<file path="src/rtl/mc_ctrl_fsm.sv">
// Multi-cycle MIPS-subset control unit: FETCH/DECODE/EXE/MEM/WB sequencer with a sticky
// trap on unsupported encodings and a retired-instruction counter.
module mc_ctrl_fsm (
    input  logic        clk,
    input  logic        reset,
    input  logic [5:0]  op,
    input  logic [5:0]  fun,
    input  logic        zero,
    input  logic        mem_ready,
    output logic        ir_we,
    output logic        pc_we,
    output logic [1:0]  pc_src,
    output logic        reg_we,
    output logic [1:0]  reg_dst,
    output logic [1:0]  wd_sel,
    output logic        alu_src_b,
    output logic [1:0]  ext_op,
    output logic [1:0]  alu_op,
    output logic        mem_re,
    output logic        mem_we,
    output logic        illegal,
    output logic [31:0] instr_cnt,
    output logic [2:0]  state
);

    typedef enum logic [2:0] {
        S_FETCH  = 3'd0,
        S_DECODE = 3'd1,
        S_EXE    = 3'd2,
        S_MEM    = 3'd3,
        S_WB     = 3'd4,
        S_TRAP   = 3'd5
    } state_t;

    state_t      state_q, state_d;
    logic [31:0] instr_cnt_q, instr_cnt_d;
    logic        illegal_q, illegal_d;

    logic is_rtype, is_addu, is_subu, is_jr;
    logic is_beq, is_lui, is_lw, is_ori, is_sw, is_j, is_jal, is_legal;

    assign is_rtype = (op == 6'b000000);
    assign is_addu  = is_rtype && (fun == 6'b100001);
    assign is_subu  = is_rtype && (fun == 6'b100011);
    assign is_jr    = is_rtype && (fun == 6'b001000);
    assign is_beq   = (op == 6'b000100);
    assign is_lui   = (op == 6'b001111);
    assign is_lw    = (op == 6'b100011);
    assign is_ori   = (op == 6'b001101);
    assign is_sw    = (op == 6'b101011);
    assign is_j     = (op == 6'b000010);
    assign is_jal   = (op == 6'b000011);
    assign is_legal = is_addu | is_subu | is_jr | is_beq | is_lui | is_lw |
                      is_ori | is_sw | is_j | is_jal;

    // Outputs decode from the current state; beq's pc_we and the MEM exit need zero and
    // mem_ready in the same cycle, so they cannot be pre-registered.
    always_comb begin
        state_d     = state_q;
        instr_cnt_d = instr_cnt_q;
        illegal_d   = illegal_q;
        ir_we       = 1'b0;
        pc_we       = 1'b0;
        pc_src      = 2'd0;
        reg_we      = 1'b0;
        reg_dst     = 2'd0;
        wd_sel      = 2'd0;
        alu_src_b   = 1'b0;
        ext_op      = 2'd0;
        alu_op      = 2'd0;
        mem_re      = 1'b0;
        mem_we      = 1'b0;

        case (state_q)
            S_FETCH: begin
                ir_we   = 1'b1;
                pc_we   = 1'b1;
                state_d = S_DECODE;
            end
            S_DECODE: begin
                if (is_j) begin
                    pc_we   = 1'b1;
                    pc_src  = 2'd2;
                    state_d = S_FETCH;
                end else if (is_jal) begin
                    pc_we   = 1'b1;
                    pc_src  = 2'd2;
                    reg_we  = 1'b1;
                    reg_dst = 2'd2;
                    wd_sel  = 2'd2;
                    state_d = S_FETCH;
                end else if (is_jr) begin
                    pc_we   = 1'b1;
                    pc_src  = 2'd3;
                    state_d = S_FETCH;
                end else if (!is_legal) begin
                    illegal_d = 1'b1;
                    state_d   = S_TRAP;
                end else begin
                    state_d = S_EXE;
                end
            end
            S_EXE: begin
                if (is_addu || is_subu) begin
                    alu_op  = is_subu ? 2'd1 : 2'd0;
                    state_d = S_WB;
                end else if (is_ori || is_lui) begin
                    alu_src_b = 1'b1;
                    ext_op    = is_lui ? 2'd2 : 2'd0;
                    alu_op    = 2'd2;
                    state_d   = S_WB;
                end else if (is_lw || is_sw) begin
                    alu_src_b = 1'b1;
                    ext_op    = 2'd1;
                    state_d   = S_MEM;
                end else begin
                    alu_op  = 2'd1;
                    pc_src  = 2'd1;
                    pc_we   = is_beq & zero;
                    state_d = S_FETCH;
                end
            end
            S_MEM: begin
                if (is_lw) begin
                    mem_re = 1'b1;
                    if (mem_ready) state_d = S_WB;
                end else if (is_sw) begin
                    mem_we = 1'b1;
                    if (mem_ready) state_d = S_FETCH;
                end else begin
                    state_d = S_FETCH;
                end
            end
            S_WB: begin
                reg_we  = 1'b1;
                reg_dst = (is_addu || is_subu) ? 2'd1 : 2'd0;
                wd_sel  = is_lw ? 2'd1 : 2'd0;
                state_d = S_FETCH;
            end
            S_TRAP: begin
                state_d = S_TRAP;
            end
            default: begin
                state_d = S_FETCH;
            end
        endcase

        // A retire is any return to FETCH from a working state; TRAP never retires.
        if (state_d == S_FETCH && state_q != S_FETCH && state_q != S_TRAP &&
            state_q inside {S_DECODE, S_EXE, S_MEM, S_WB})
            instr_cnt_d = instr_cnt_q + 32'd1;
    end

    always_ff @(posedge clk) begin
        if (!reset) begin
            state_q     <= S_FETCH;
            instr_cnt_q <= 32'd0;
            illegal_q   <= 1'b0;
        end else begin
            state_q     <= state_d;
            instr_cnt_q <= instr_cnt_d;
            illegal_q   <= illegal_d;
        end
    end

    assign illegal   = illegal_q;
    assign instr_cnt = instr_cnt_q;
    assign state     = state_q;

endmodule

</file>
<file path="config.mk">
export PLATFORM = sky130hd
export DESIGN_NAME = mc_ctrl_fsm
export DESIGN_NICKNAME = d
export VERILOG_FILES = /design/src/rtl/mc_ctrl_fsm.sv
export SDC_FILE = /design/constraint.sdc
export NUM_CORES = 1
export LEC_CHECK = 0
export ABC_AREA = 0
export BUFFER_PORTS_ARGS = -buffer_cell sky130_fd_sc_hd__buf_4
export CAP_MARGIN = 20
export CORE_MARGIN = 2
export CORE_UTILIZATION = 55
export CTS_BUF_LIST = sky130_fd_sc_hd__clkbuf_2 sky130_fd_sc_hd__clkbuf_4 sky130_fd_sc_hd__clkbuf_8
export CTS_CLUSTER_DIAMETER = 30
export CTS_CLUSTER_SIZE = 24
export DETAILED_ROUTE_END_ITERATION = 16
export PLACE_DENSITY = 0.85
export SYNTH_ARGS = -nofsm -noshare
export SYNTH_HDL_FRONTEND = slang
export SYNTH_SLANG_ARGS = --single-unit
export TNS_END_PERCENT = 5
</file>
<file path="constraint.sdc">
create_clock -name clk -period 4.6 [get_ports clk]
set_input_delay 0.23 -clock clk [delete_from_list [all_inputs] [get_ports clk]]
set_output_delay 0.23 -clock clk [all_outputs]
set_load 0.01 [all_outputs]
</file>
==> results of run 1 <==
==> stage by stage <==
stage                     hold WS (ns)  cells  util, %  instance area, um2  setup slack [ns]
final                            0.260    382     74.4                2740              1.87
after floorplan                  0.382    269        -                2120              2.34
after CTS                        0.253    382     74.4                2740              1.91
after detailed placement         0.463    374     71.3                2630              1.94
after global placement           0.454    374     71.3                2630              2.04
after global routing             0.257    382     74.4                2740              1.64
==> sequential cells by signal, indices dropped and copies added, names as in the netlist <==
register and cells:
illegal 1, instr_cnt 32, state 3
==> how the worst max path moves through the flow <==
| stage | end | slack, ns | cells past startpoint |
|---|---|---|---|
| 2_1_floorplan | instr_cnt[22]$_SDFFE_PN0P_ | 2.34 | 8 |
| 3_3_place_gp | instr_cnt[23]$_SDFFE_PN0P_ | 2.04 | 6 |
| 3_5_place_dp | instr_cnt[25]$_SDFFE_PN0P_ | 1.94 | 6 |
| 4_1_cts | instr_cnt[25]$_SDFFE_PN0P_ | 1.91 | 6 |
| 5_1_grt | instr_cnt[25]$_SDFFE_PN0P_ | 1.64 | 6 |
| 6_report | instr_cnt[25]$_SDFFE_PN0P_ | 1.87 | 6 |
==> cells by family after synthesis <==
kind of cell | Yosys count | synth area share (%)
buffers and inverters | 20 | 4.25
multiplexers | 7 | 3.30
XOR/XNOR | 12 | 4.96
adder cells (fa/ha/maj) | 1 | 0.590
flip-flops | 36 | 34.0
AND/OR/NAND/NOR | 141 | 37.5
AO/OA/AOI/OAI | 52 | 15.4
==> cell usage in the layout, fill, tap and decap left out, types with 2 or more instances in the layout <==
cell	synthesis	final
o31ai_1	9	9
o21a_1	5	5
nor4_4	2	2
xor2_1	2	2
inv_1	9	9
nor2b_1	3	3
and2_1	3	3
o21ai_0	8	8
nand4_1	13	13
and4_1	4	4
clkbuf_8	0	5
dfxtp_1	36	36
nand2b_1	7	7
nor4_1	12	12
a21boi_0	2	2
nand2_1	27	27
or3_1	5	5
buf_4	1	67
a21o_1	2	2
nor2_1	27	27
mux2i_1	7	7
a21oi_1	16	16
o22ai_1	3	3
and3_1	2	2
xnor2_1	10	10
or4_1	10	10
nor3_1	5	5
nand3_1	15	15
==> final cells by class <==
type	instances	share of cell area (%)
timing repair buffer	67	18.3
inverter	10	1.37
clock buffer	5	2.51
clock inverter	3	1.55
sequential	36	26.3
multi-input combinational	213	47.8
tap	48	2.19
==> routing by layer <==
layer	vias to the layer above	track usage, %	wire (um)
met2	68	44.8	2740
met4	0	10.2	60
li1	1125	-	-
met3	7	4.94	316
met1	1051	34.0	2500
met5	-	0	0
==> report_power, final <==
group / switching, mW / internal (mW)
registers: 0.0129 / 0.319
logic: 0.0679 / 0.0517
clock network: 0.122 / 0.160
total: 0.203 / 0.531
==> metrics.csv, run 1 <==
stage;metric;value;unit
min_path;min_path_type;primary input to register;
clock_tree;h-tree-depth;2;
clock_tree;cts_resized;0;
pwr;power;0.734;mW
synthesis;synth_seq_area_share;34.0;%
routing;wl;5620;um
synthesis;ys_types;45;
clock_tree;cts.sinks;36;
routing;drt_iter0_markers;195;
place;portBuffers;67;
layout;fillCellCount;317;
die;ios;68;
job;cap_violations;0;
timing;max_freq;0.366;GHz
clock_tree;clock_latency;0.30;ns
routing;ant_nets;0;
worst_setup_path;ff2ff_setup_slack;1.87;ns
timing;drv_slew;0;
synthesis;ys_seq_elements;36;
routing;vias_per_cell;5.89;
worst_setup_path;path_cells;or3b_2 > o21ai_1 > a21o_1 > nand4_1 > or4_1 > a21oi_1;
die;num_rows;22;
synthesis;netlist_top_cells_area;dfxtp_1 34%, nand2_1 4.8%, nor2_1 4.8%;
die;die_x;66.1;um
clock_tree;cts_setup_buffers;0;
timing;report.final.hold_viol_count;0;
synthesis;ys.flop_type;dfxtp_1;
worst_setup_path;cp-end-kind;register;
worst_setup_path;rr_worst_depth;6;
clock_tree;clk_pin_slew_worst_paths;0.08;ns
synthesis;netlist_instances;269;
pwr;power_density;268;mW/mm2
clock_tree;cts_tree;yes;
timing;setup_tns;0;ns
global_routing;track_usage;26.8;%
global_routing;globalRouteOverflowTotal;0;
synthesis;syn_avg_cell_area;7.88;um2
layout;nets;350;
synthesis;syn_nets;286;
worst_setup_path;cp_slowest_cell;or4_1;
timing;slew-limit-headroom;47.2;%
min_path;whs_path_depth;2;
synthesis;yosysTopAreaCell;dfxtp_1;
layout;area_delta_synth_final;29.3;%
routing;post_drt_wl_per_cell;14.7;um
pwr;p_leak;1.06;nW
layout;multi_input_comb_area;0.00131;mm2
worst_setup_path;r2r-end;instr_cnt[25]$_SDFFE_PN0P_;
layout;regArea;721;um2
synthesis;yosys.area.top_type_share;34.0;%
worst_setup_path;crit_fanout;18;
min_path;worstHoldStart;reset;
run_status;status;completed;
clock_tree;numCtsBuffers;5;
timing;post-route-min-period;2.73;ns
worst_setup_path;cp_num_buf_inv;0;
layout;drive_gt1_share;24.3;%
die;core;0.00369;mm2
timing;period_share;59.4;%
timing;setup_viol;0;
timing;worst_slew_pin_slew;0.793;ns
min_path;min_to;instr_cnt[13]$_SDFFE_PN0P_;
global_routing;grt_max_degree;28;
routing;dr.pass1.iters;4;
place;gp_congestion;0.897;
worst_setup_path;path_delay_family;simple AND/OR/NAND/NOR gates;
synthesis;synth_commonest_cells;36 x dfxtp_1, 27 x nand2_1, 27 x nor2_1;
synthesis;yosysWarnings;0;
clock_tree;postCtsHoldBufs;0;
worst_setup_path;cp-start-kind;register;
global_routing;grt_antenna_before_repair;0;
worst_setup_path;critical_path.startpoint;state[2]$_SDFF_PN0_;
pwr;irDropWorstVdd;0.269;mV
routing;drc;0;
die;start_util;57.5;%
die;dieHeight;66.1;um
worst_setup_path;cp.required;4.81;ns
clock_tree;clock-root-buffer;clkbuf_8;
synthesis;async_flop_share;0;%
clock_tree;clock_path_buffers;2;
worst_setup_path;slowest_delay;0.65;ns
timing;grt_setup_unrepaired;false;
worst_setup_path;timing.rr.start;state[2]$_SDFF_PN0_;
synthesis;synth_edf_count;0;
worst_setup_path;worstSetupPathType;register to register;
synthesis;synth_most_common_cell;dfxtp_1;
layout;antennaDiodeCount;0;
place;hpwl;4110;um
routing;vias;2251;
global_routing;grt_pass1_wl;9070;um
synthesis;syn_area;0.00212;mm2
global_routing;grt_pass1_vias;1981;
timing;finClkSkew;0.00646;ns
worst_setup_path;arrival;2.94;ns
die;dieArea;0.00437;mm2
No activity file was read; power rests on OpenSTA's default activity.
==> run 2, diff against run 1 <==
--- a/config.mk
+++ b/config.mk
@@ -5,16 +5,16 @@
 export SDC_FILE = /design/constraint.sdc
 export NUM_CORES = 1
 export LEC_CHECK = 0
-export ABC_AREA = 0
+export ABC_AREA = 1
 export BUFFER_PORTS_ARGS = -buffer_cell sky130_fd_sc_hd__buf_4
 export CAP_MARGIN = 20
 export CORE_MARGIN = 2
-export CORE_UTILIZATION = 55
+export CORE_UTILIZATION = 50
 export CTS_BUF_LIST = sky130_fd_sc_hd__clkbuf_2 sky130_fd_sc_hd__clkbuf_4 sky130_fd_sc_hd__clkbuf_8
 export CTS_CLUSTER_DIAMETER = 30
 export CTS_CLUSTER_SIZE = 24
 export DETAILED_ROUTE_END_ITERATION = 16
-export PLACE_DENSITY = 0.85
+export PLACE_DENSITY = 0.79
 export SYNTH_ARGS = -nofsm -noshare
 export SYNTH_HDL_FRONTEND = slang
 export SYNTH_SLANG_ARGS = --single-unit
==> constraint.sdc (replaced) <==
create_clock -name clk -period 2.5 [get_ports clk]
set_input_delay 0.125 -clock clk [delete_from_list [all_inputs] [get_ports clk]]
set_output_delay 0.125 -clock clk [all_outputs]
set_load 0.01 [all_outputs]
==> run 2 against run 1 <==
Effect of this change:
- critical path depth up 3
- clock skew up 0.0021 ns
- synthesized area is 22% higher
- largest power group unchanged
- highest routed layer unchanged
==> metrics.csv, run 2 <==
stage;metric;value;unit;change
routing;drt_iter0_markers;202;;+3.6%
die;num_rows;26;;+18%
clock_tree;numCtsBuffers;5;;unchanged
clock_tree;cts.sinks;36;;unchanged
synthesis;ys_types;31;;-31%
synthesis;synth_commonest_cells;91 x nand2_1, 45 x nor2_1, 36 x dfxtp_1;;
worst_setup_path;slowest_delay;0.43;ns;-0.22 ns
place;dpl_cell_area;0.00312;mm2;+18%
timing;worst_slew_pin_slew;0.488;ns;-0.305 ns
worst_setup_path;crit_fanout;20;;+2
die;dieArea;0.00575;mm2;+32%
layout;fillCellCount;494;;+56%
min_path;min_path_type;primary input to register;;
layout;largest_reg_flops;32;;unchanged
layout;drive_gt1_share;24.1;%;-0.12 points
min_path;min_to;instr_cnt[1]$_SDFFE_PN0P_;;
synthesis;synth_edf_count;0;;unchanged
synthesis;yosys.area.top_type_share;27.9;%;-6.0 points
synthesis;syn_nets;411;;+44%
routing;vias;2793;;+24%
clock_tree;cts_setup_buffers;0;;unchanged
die;die_x;75.8;um;+15%
global_routing;track_usage;25.1;%;-1.6 points
place;portBuffers;67;;unchanged
pwr;power_density;418;mW/mm2;+56%
timing;period_share;82.9;%;+24 points
place;gp_congestion;0.984;;+9.7%
synthesis;syn_area;0.00258;mm2;+22%
worst_setup_path;r2r-end;instr_cnt[28]$_SDFFE_PN0P_;;
synthesis;netlist_instances;394;;+46%
routing;post_drt_wl_per_cell;13.0;um;-12%
clock_tree;clock_latency;0.30;ns;about the same
synthesis;yosysTopAreaCell;dfxtp_1;;
global_routing;globalRouteOverflowTotal;0;;unchanged
synthesis;async_flop_share;0;%;unchanged
timing;grt_setup_unrepaired;false;;
synthesis;syn_avg_cell_area;6.55;um2;-17%
routing;drc;0;;unchanged
pwr;irDropWorstVdd;0.415;mV;+54%
worst_setup_path;arrival;2.30;ns;-0.64 ns
layout;design_area;0.00321;mm2;+17%
worst_setup_path;path_depth;9;;+3
clock_tree;cts_resized;0;;unchanged
timing;post-route-min-period;2.07;ns;-0.659 ns
worst_setup_path;path_delay_family;simple AND/OR/NAND/NOR gates;;
worst_setup_path;ff2ff_setup_slack;0.43;ns;-1.44 ns
place;placed_cells;522;;+40%
worst_setup_path;rr_worst_depth;9;;+3
synthesis;ys.flop_type;dfxtp_1;;
place;hpwl;5200;um;+26%
worst_setup_path;cp-end-kind;register;;
die;ios;68;;unchanged
routing;wl;6900;um;+23%
synthesis;synth_most_common_cell;nand2_1;;
layout;antennaDiodeCount;0;;unchanged
synthesis;synth_seq_area_share;27.9;%;-6.0 points
min_path;worstHoldStart;reset;;
clock_tree;h-tree-depth;2;;unchanged
timing;finClkSkew;0.00853;ns;+0.00207 ns
layout;nets;476;;+36%
clock_tree;cts_tree;yes;;
routing;ant_nets;0;;unchanged
worst_setup_path;cp-start-kind;register;;
routing;vias_per_cell;5.27;;-11%
worst_setup_path;worstSetupPathType;register to register;;
timing;slew-limit-headroom;67.4;%;+20 points
layout;final_util;63.6;%;-11 points
min_path;whs_path_depth;3;;+1
synthesis;netlist_top_cells_area;dfxtp_1 28%, nand2_1 13%, a21oi_1 6.8%;;
job;cap_violations;0;;unchanged
die;dieHeight;75.8;um;+15%
layout;layout_common_cells;91 x nand2_1, 71 x buf_4, 45 x nor2_1;;
timing;drv_slew;0;;unchanged
timing;max_freq;0.482;GHz;+32%
global_routing;grt_max_degree;36;;+29%
clock_tree;postCtsHoldBufs;0;;unchanged
synthesis;yosysWarnings;0;;unchanged
worst_setup_path;cp_num_buf_inv;3;;+3
worst_setup_path;path_cells;inv_1 > nand3_2 > inv_1 > a21oi_4 > nand3_4 > nor2_4 > buf_4 > nand2_1 > a21oi_1;;
layout;fin_cells;530;;+39%
layout;multi_input_comb_area;0.00165;mm2;+26%
global_routing;grt_pass1_vias;2371;;+20%
worst_setup_path;crit_top_cell;inv_1;;
synthesis;ys_seq_elements;36;;unchanged
pwr;p_leak;1.33;nW;+26%
clock_tree;clock-root-buffer;clkbuf_8;;
run_status;status;completed;;
worst_setup_path;cp_slowest_cell;dfxtp_1;;
global_routing;grt_antenna_before_repair;0;;unchanged
die;core;0.00504;mm2;+37%
die;start_util;51.2;%;-6.3 points
layout;layout_commonest_cell;nand2_1;;
timing;setup_viol;0;;unchanged
worst_setup_path;cp.required;2.73;ns;-2.08 ns
timing;setup_tns;0;ns;unchanged
layout;area_delta_synth_final;24.2;%;
global_routing;grt_pass1_wl;11100;um;+22%
timing;report.final.hold_viol_count;0;;unchanged
routing;dr.pass1.iters;5;;+1
clock_tree;clock_path_buffers;2;;unchanged
worst_setup_path;timing.rr.start;state[0]$_SDFF_PN0_;;
pwr;power;1.34;mW;+83%
layout;regArea;721;um2;unchanged
clock_tree;clk_pin_slew_worst_paths;0.08;ns;about the same
run 2: cell type report:
class                           count  share of cell area [%]
Multi-Input combinational cell    312                    51.6
Sequential cell                    36                    22.5
Timing Repair Buffer               71                    16.6
Inverter                           33                    3.86
Tap cell                           70                    2.73
Clock buffer                        5                    2.15
Clock inverter                      3                   0.585
run 2: routing by layer:
layer | global-route usage, % | share of wire [%] | up-vias | routed length [um]
met5 | 0 | 0 | - | 0
met4 | 7.41 | 1.4 | 0 | 99
met3 | 4.89 | 7.0 | 9 | 481
met2 | 39.1 | 46 | 102 | 3140
met1 | 35.1 | 46 | 1270 | 3170
li1 | - | - | 1412 | -
run 2: worst register-to-register path, cell delays in order (launching register included):
cell and delay [ns]:
dfxtp_1 0.43, inv_1 0.09, nand3_2 0.15, inv_1 0.13, a21oi_4 0.20, nand3_4 0.10, nor2_4 0.39, buf_4 0.30
nand2_1 0.07, a21oi_1 0.14
run 2: cells by family (layout without fill, tap and decap cells):
family | count (synthesis) | after routing | share of synthesized area [%]
AND/OR/NAND/NOR | 210 | 210 | 39.1
AO/OA/AOI/OAI | 71 | 71 | 14.3
adder cells (fa/ha/maj) | 1 | 1 | 0.485
XOR/XNOR | 30 | 30 | 10.2
buffers and inverters | 46 | 112 | 8.00
flip-flops | 36 | 36 | 27.9
run 2: where the power goes:
| group | internal (mW) | switching (mW) | leakage [nW] |
|---|---|---|---|
| Clock | 0.194 | 0.231 | 0.0479 |
| Sequential | 0.586 | 0.0156 | 0.291 |
| Combinational | 0.103 | 0.211 | 0.993 |
run 2: worst max-delay path by stage:
stage,slack [ns],start,end
after detailed placement,0.43,state[0]$_SDFF_PN0_,instr_cnt[28]$_SDFFE_PN0P_
final,0.43,state[0]$_SDFF_PN0_,instr_cnt[28]$_SDFFE_PN0P_
after CTS,0.42,state[0]$_SDFF_PN0_,instr_cnt[28]$_SDFFE_PN0P_
after global placement,0.49,state[0]$_SDFF_PN0_,instr_cnt[24]$_SDFFE_PN0P_
after floorplan,0.85,instr_cnt[1]$_SDFFE_PN0P_,instr_cnt[24]$_SDFFE_PN0P_
after global routing,0.21,state[0]$_SDFF_PN0_,instr_cnt[30]$_SDFFE_PN0P_
run 2: stage by stage:
step | setup slack [ns] | hold WS, ns
after floorplan | 0.848 | 0.261
after global placement | 0.489 | 0.405
after detailed placement | 0.432 | 0.429
after CTS | 0.422 | 0.110
after global routing | 0.206 | 0.138
final | 0.427 | 0.117
==> run 3, diff against run 2 <==
--- a/config.mk
+++ b/config.mk
@@ -5,16 +5,16 @@
 export SDC_FILE = /design/constraint.sdc
 export NUM_CORES = 1
 export LEC_CHECK = 0
-export ABC_AREA = 1
+export ABC_AREA = 0
 export BUFFER_PORTS_ARGS = -buffer_cell sky130_fd_sc_hd__buf_4
 export CAP_MARGIN = 20
 export CORE_MARGIN = 2
-export CORE_UTILIZATION = 50
+export CORE_UTILIZATION = 53
 export CTS_BUF_LIST = sky130_fd_sc_hd__clkbuf_2 sky130_fd_sc_hd__clkbuf_4 sky130_fd_sc_hd__clkbuf_8
 export CTS_CLUSTER_DIAMETER = 30
 export CTS_CLUSTER_SIZE = 24
 export DETAILED_ROUTE_END_ITERATION = 16
-export PLACE_DENSITY = 0.79
+export PLACE_DENSITY = 0.83
 export SYNTH_ARGS = -nofsm -noshare
 export SYNTH_HDL_FRONTEND = slang
 export SYNTH_SLANG_ARGS = --single-unit
==> constraint.sdc (replaced) <==
create_clock -name clk -period 2.2 [get_ports clk]
set_input_delay 0.11 -clock clk [delete_from_list [all_inputs] [get_ports clk]]
set_output_delay 0.11 -clock clk [all_outputs]
set_load 0.01 [all_outputs]
==> run 3 against run 2 <==
Effect of this change:
- total power rose by 9.3%
- maximum frequency fell by 3.2%
- critical path depth fell by 3
- utilization rose by 18 points
- global-route usage rose by 3.8 points
- critical path type unchanged
==> metrics.csv, run 3 (same netlist as run 1, synthesis figures left out) <==
stage;metric;value;unit;change
run_status;status;completed;;
clock_tree;cts.sinks;36;;unchanged
global_routing;grt_antenna_before_repair;0;;unchanged
timing;setup_viol;0;;unchanged
layout;largest_reg_flops;32;;unchanged
worst_setup_path;cp.required;2.42;ns;-0.31 ns
layout;nets;390;;-18%
global_routing;grt_max_degree;19;;-47%
layout;layout_common_cells;106 x buf_4, 34 x dfxtp_1, 27 x nor2_1, 27 x nand2_1;;
layout;antennaDiodeCount;0;;unchanged
timing;max_freq;0.467;GHz;-3.2%
die;core;0.00374;mm2;-26%
pwr;pwr-share-seq;46.5;%;+1.7 points
die;start_util;56.7;%;+5.5 points
clock_tree;clk_pin_slew_worst_paths;0.07;ns;about the same
pwr;swShare;29.0;%;-5.1 points
pwr;power_frac_comb;21.8;%;-1.6 points
global_routing;globalRouteOverflowTotal;0;;unchanged
die;dieHeight;67.3;um;-11%
die;num_rows;22;;-15%
timing;worst_slack;0.0584;ns;-0.369 ns
worst_setup_path;arrival;2.36;ns;+0.06 ns
routing;vias;2424;;-13%
routing;drt_iter0_markers;201;;-0.50%
worst_setup_path;worstSetupPathType;register to register;;
place;hpwl;4610;um;-11%
clock_tree;h-tree-depth;2;;unchanged
pwr;pwr-share-clk;31.7;%;about the same
timing;report.final.hold_viol_count;0;;unchanged
pwr;intPower;1.04;mW;+18%
global_routing;grt_pass1_vias;2207;;-6.9%
clock_tree;cts_tree;yes;;
routing;wl;6070;um;-12%
routing;post_drt_wl_per_cell;14.4;um;+10%
routing;dr.pass1.iters;4;;-1
place;portBuffers;67;;unchanged
clock_tree;clock_latency;0.29;ns;about the same
pwr;p_sw;0.426;mW;-7.1%
timing;drv_slew;0;;unchanged
global_routing;grt_pass1_wl;10100;um;-8.9%
routing;vias_per_cell;5.74;;+9.0%
min_path;min_path_type;primary input to register;;
timing;finClkSkew;0.00658;ns;-0.00195 ns
place;pre_cts_ws;0.0183;ns;-0.413 ns
worst_setup_path;crit_fanout;9;;-55%
clock_tree;clock-root-buffer;clkbuf_8;;
layout;drive_gt1_share;33.4;%;+9.3 points
clock_tree;clock_path_buffers;2;;unchanged
die;dieArea;0.00452;mm2;-21%
global_routing;track_usage;28.9;%;+3.8 points
place;gp_congestion;0.880;;-11%
timing;slew-limit-headroom;65.6;%;-1.8 points
routing;drc;0;;unchanged
timing;period_share;97.3;%;+14 points
pwr;p_leak;1.26;nW;-5.1%
pwr;irDropWorstVdd;0.313;mV;-25%
worst_setup_path;cp-end-kind;register;;
pwr;power_density;481;mW/mm2;+15%
layout;area_delta_synth_final;43.6;%;
layout;final_util;81.4;%;+18 points
die;ios;68;;unchanged
routing;ant_nets;0;;unchanged
clock_tree;numCtsBuffers;5;;unchanged
worst_setup_path;cp-start-kind;register;;
timing;worst_slew_pin_slew;0.517;ns;+0.0286 ns
timing;post-route-min-period;2.14;ns;+0.0685 ns
die;die_x;67.3;um;-11%
clock_tree;postCtsHoldBufs;0;;unchanged
layout;layout_commonest_cell;buf_4;;
job;cap_violations;0;;unchanged
==> run 3: changes by cell type in the layout (fill, tap and decap cells not counted), sizes merged, moves of 9 or more <==
cell   change
inv       -23
nand2     -73
nor2      -30
a21oi     -19
or4       +11
buf       +36
xor2      -15
o21ai     -25
o31ai      +9
nor4      +14
nor3      -14
==> run 3: path summary, 6_finish.rpt <==
path / from / to / slack (ns) / cells past startpoint
max: state[2]$_SDFF_PN0_ / instr_cnt[26]$_SDFFE_PN0P_ / 0.06 / 6
min: reset / illegal$_SDFFE_PN0P_ / 0.16 / 2
max reg2reg: state[2]$_SDFF_PN0_ / instr_cnt[26]$_SDFFE_PN0P_ / 0.06 / 6
min reg2reg: illegal$_SDFFE_PN0P_ / illegal$_SDFFE_PN0P_ / 0.48 / 1
==> run 3: per-layer routing <==
metal | vias up | GRT usage, % | share of wire, %
met5 | - | 0 | 0
met4 | 0 | 10.7 | 1.8
met3 | 12 | 6.50 | 6.2
met2 | 91 | 47.4 | 49
met1 | 1117 | 37.0 | 43
li1 | 1204 | - | -
==> run 3: metrics by stage <==
stage | area, um2 | instances | setup TNS [ns] | hold WS (ns) | power (mW)
finish | 3050 | 422 | 0 | 0.156 | 1.47
global route | 3050 | 422 | -0.0181 | 0.148 | 1.53
CTS | 3020 | 420 | 0 | 0.147 | 1.46
detailed placement | 2930 | 412 | 0 | 0.452 | 1.00
global placement | 2930 | 412 | 0 | 0.445 | 1.00
floorplan | 2130 | 269 | 0 | 0.262 | 0.857
==> run 3: cell type report <==
type / count / area, um2
Clock inverter: 3 / 18.8
Inverter: 10 / 37.5
Timing Repair Buffer: 107 / 816
Clock buffer: 5 / 68.8
Tap cell: 48 / 60.1
Multi-Input combinational cell: 213 / 1320
Sequential cell: 36 / 723
Fill cell: 272 / 698
==> run 3: timing repair <==
action	in CTS	in global routing
endpoints found under the setup margin	0	7
gates resized for setup	0	3
buffers inserted	0	2
endpoints found under the hold margin	0	0
==> run 3: critical path: stages (launching register included) <==
cell     delay, ns
dfxtp_2       0.37
or3b_4        0.42
o21ai_0       0.10
a21oi_1       0.07
or4_4         0.55
or4_1         0.42
a21oi_1       0.14
==> run 3: power by group through the flow <==
stage | registers, mW | clock network [mW] | logic (mW)
after detailed placement | 0.696 | 0 | 0.309
after global placement | 0.695 | 0 | 0.305
after floorplan | 0.711 | 0 | 0.146
after CTS | 0.681 | 0.470 | 0.312
final | 0.682 | 0.464 | 0.320
after global routing | 0.684 | 0.499 | 0.346
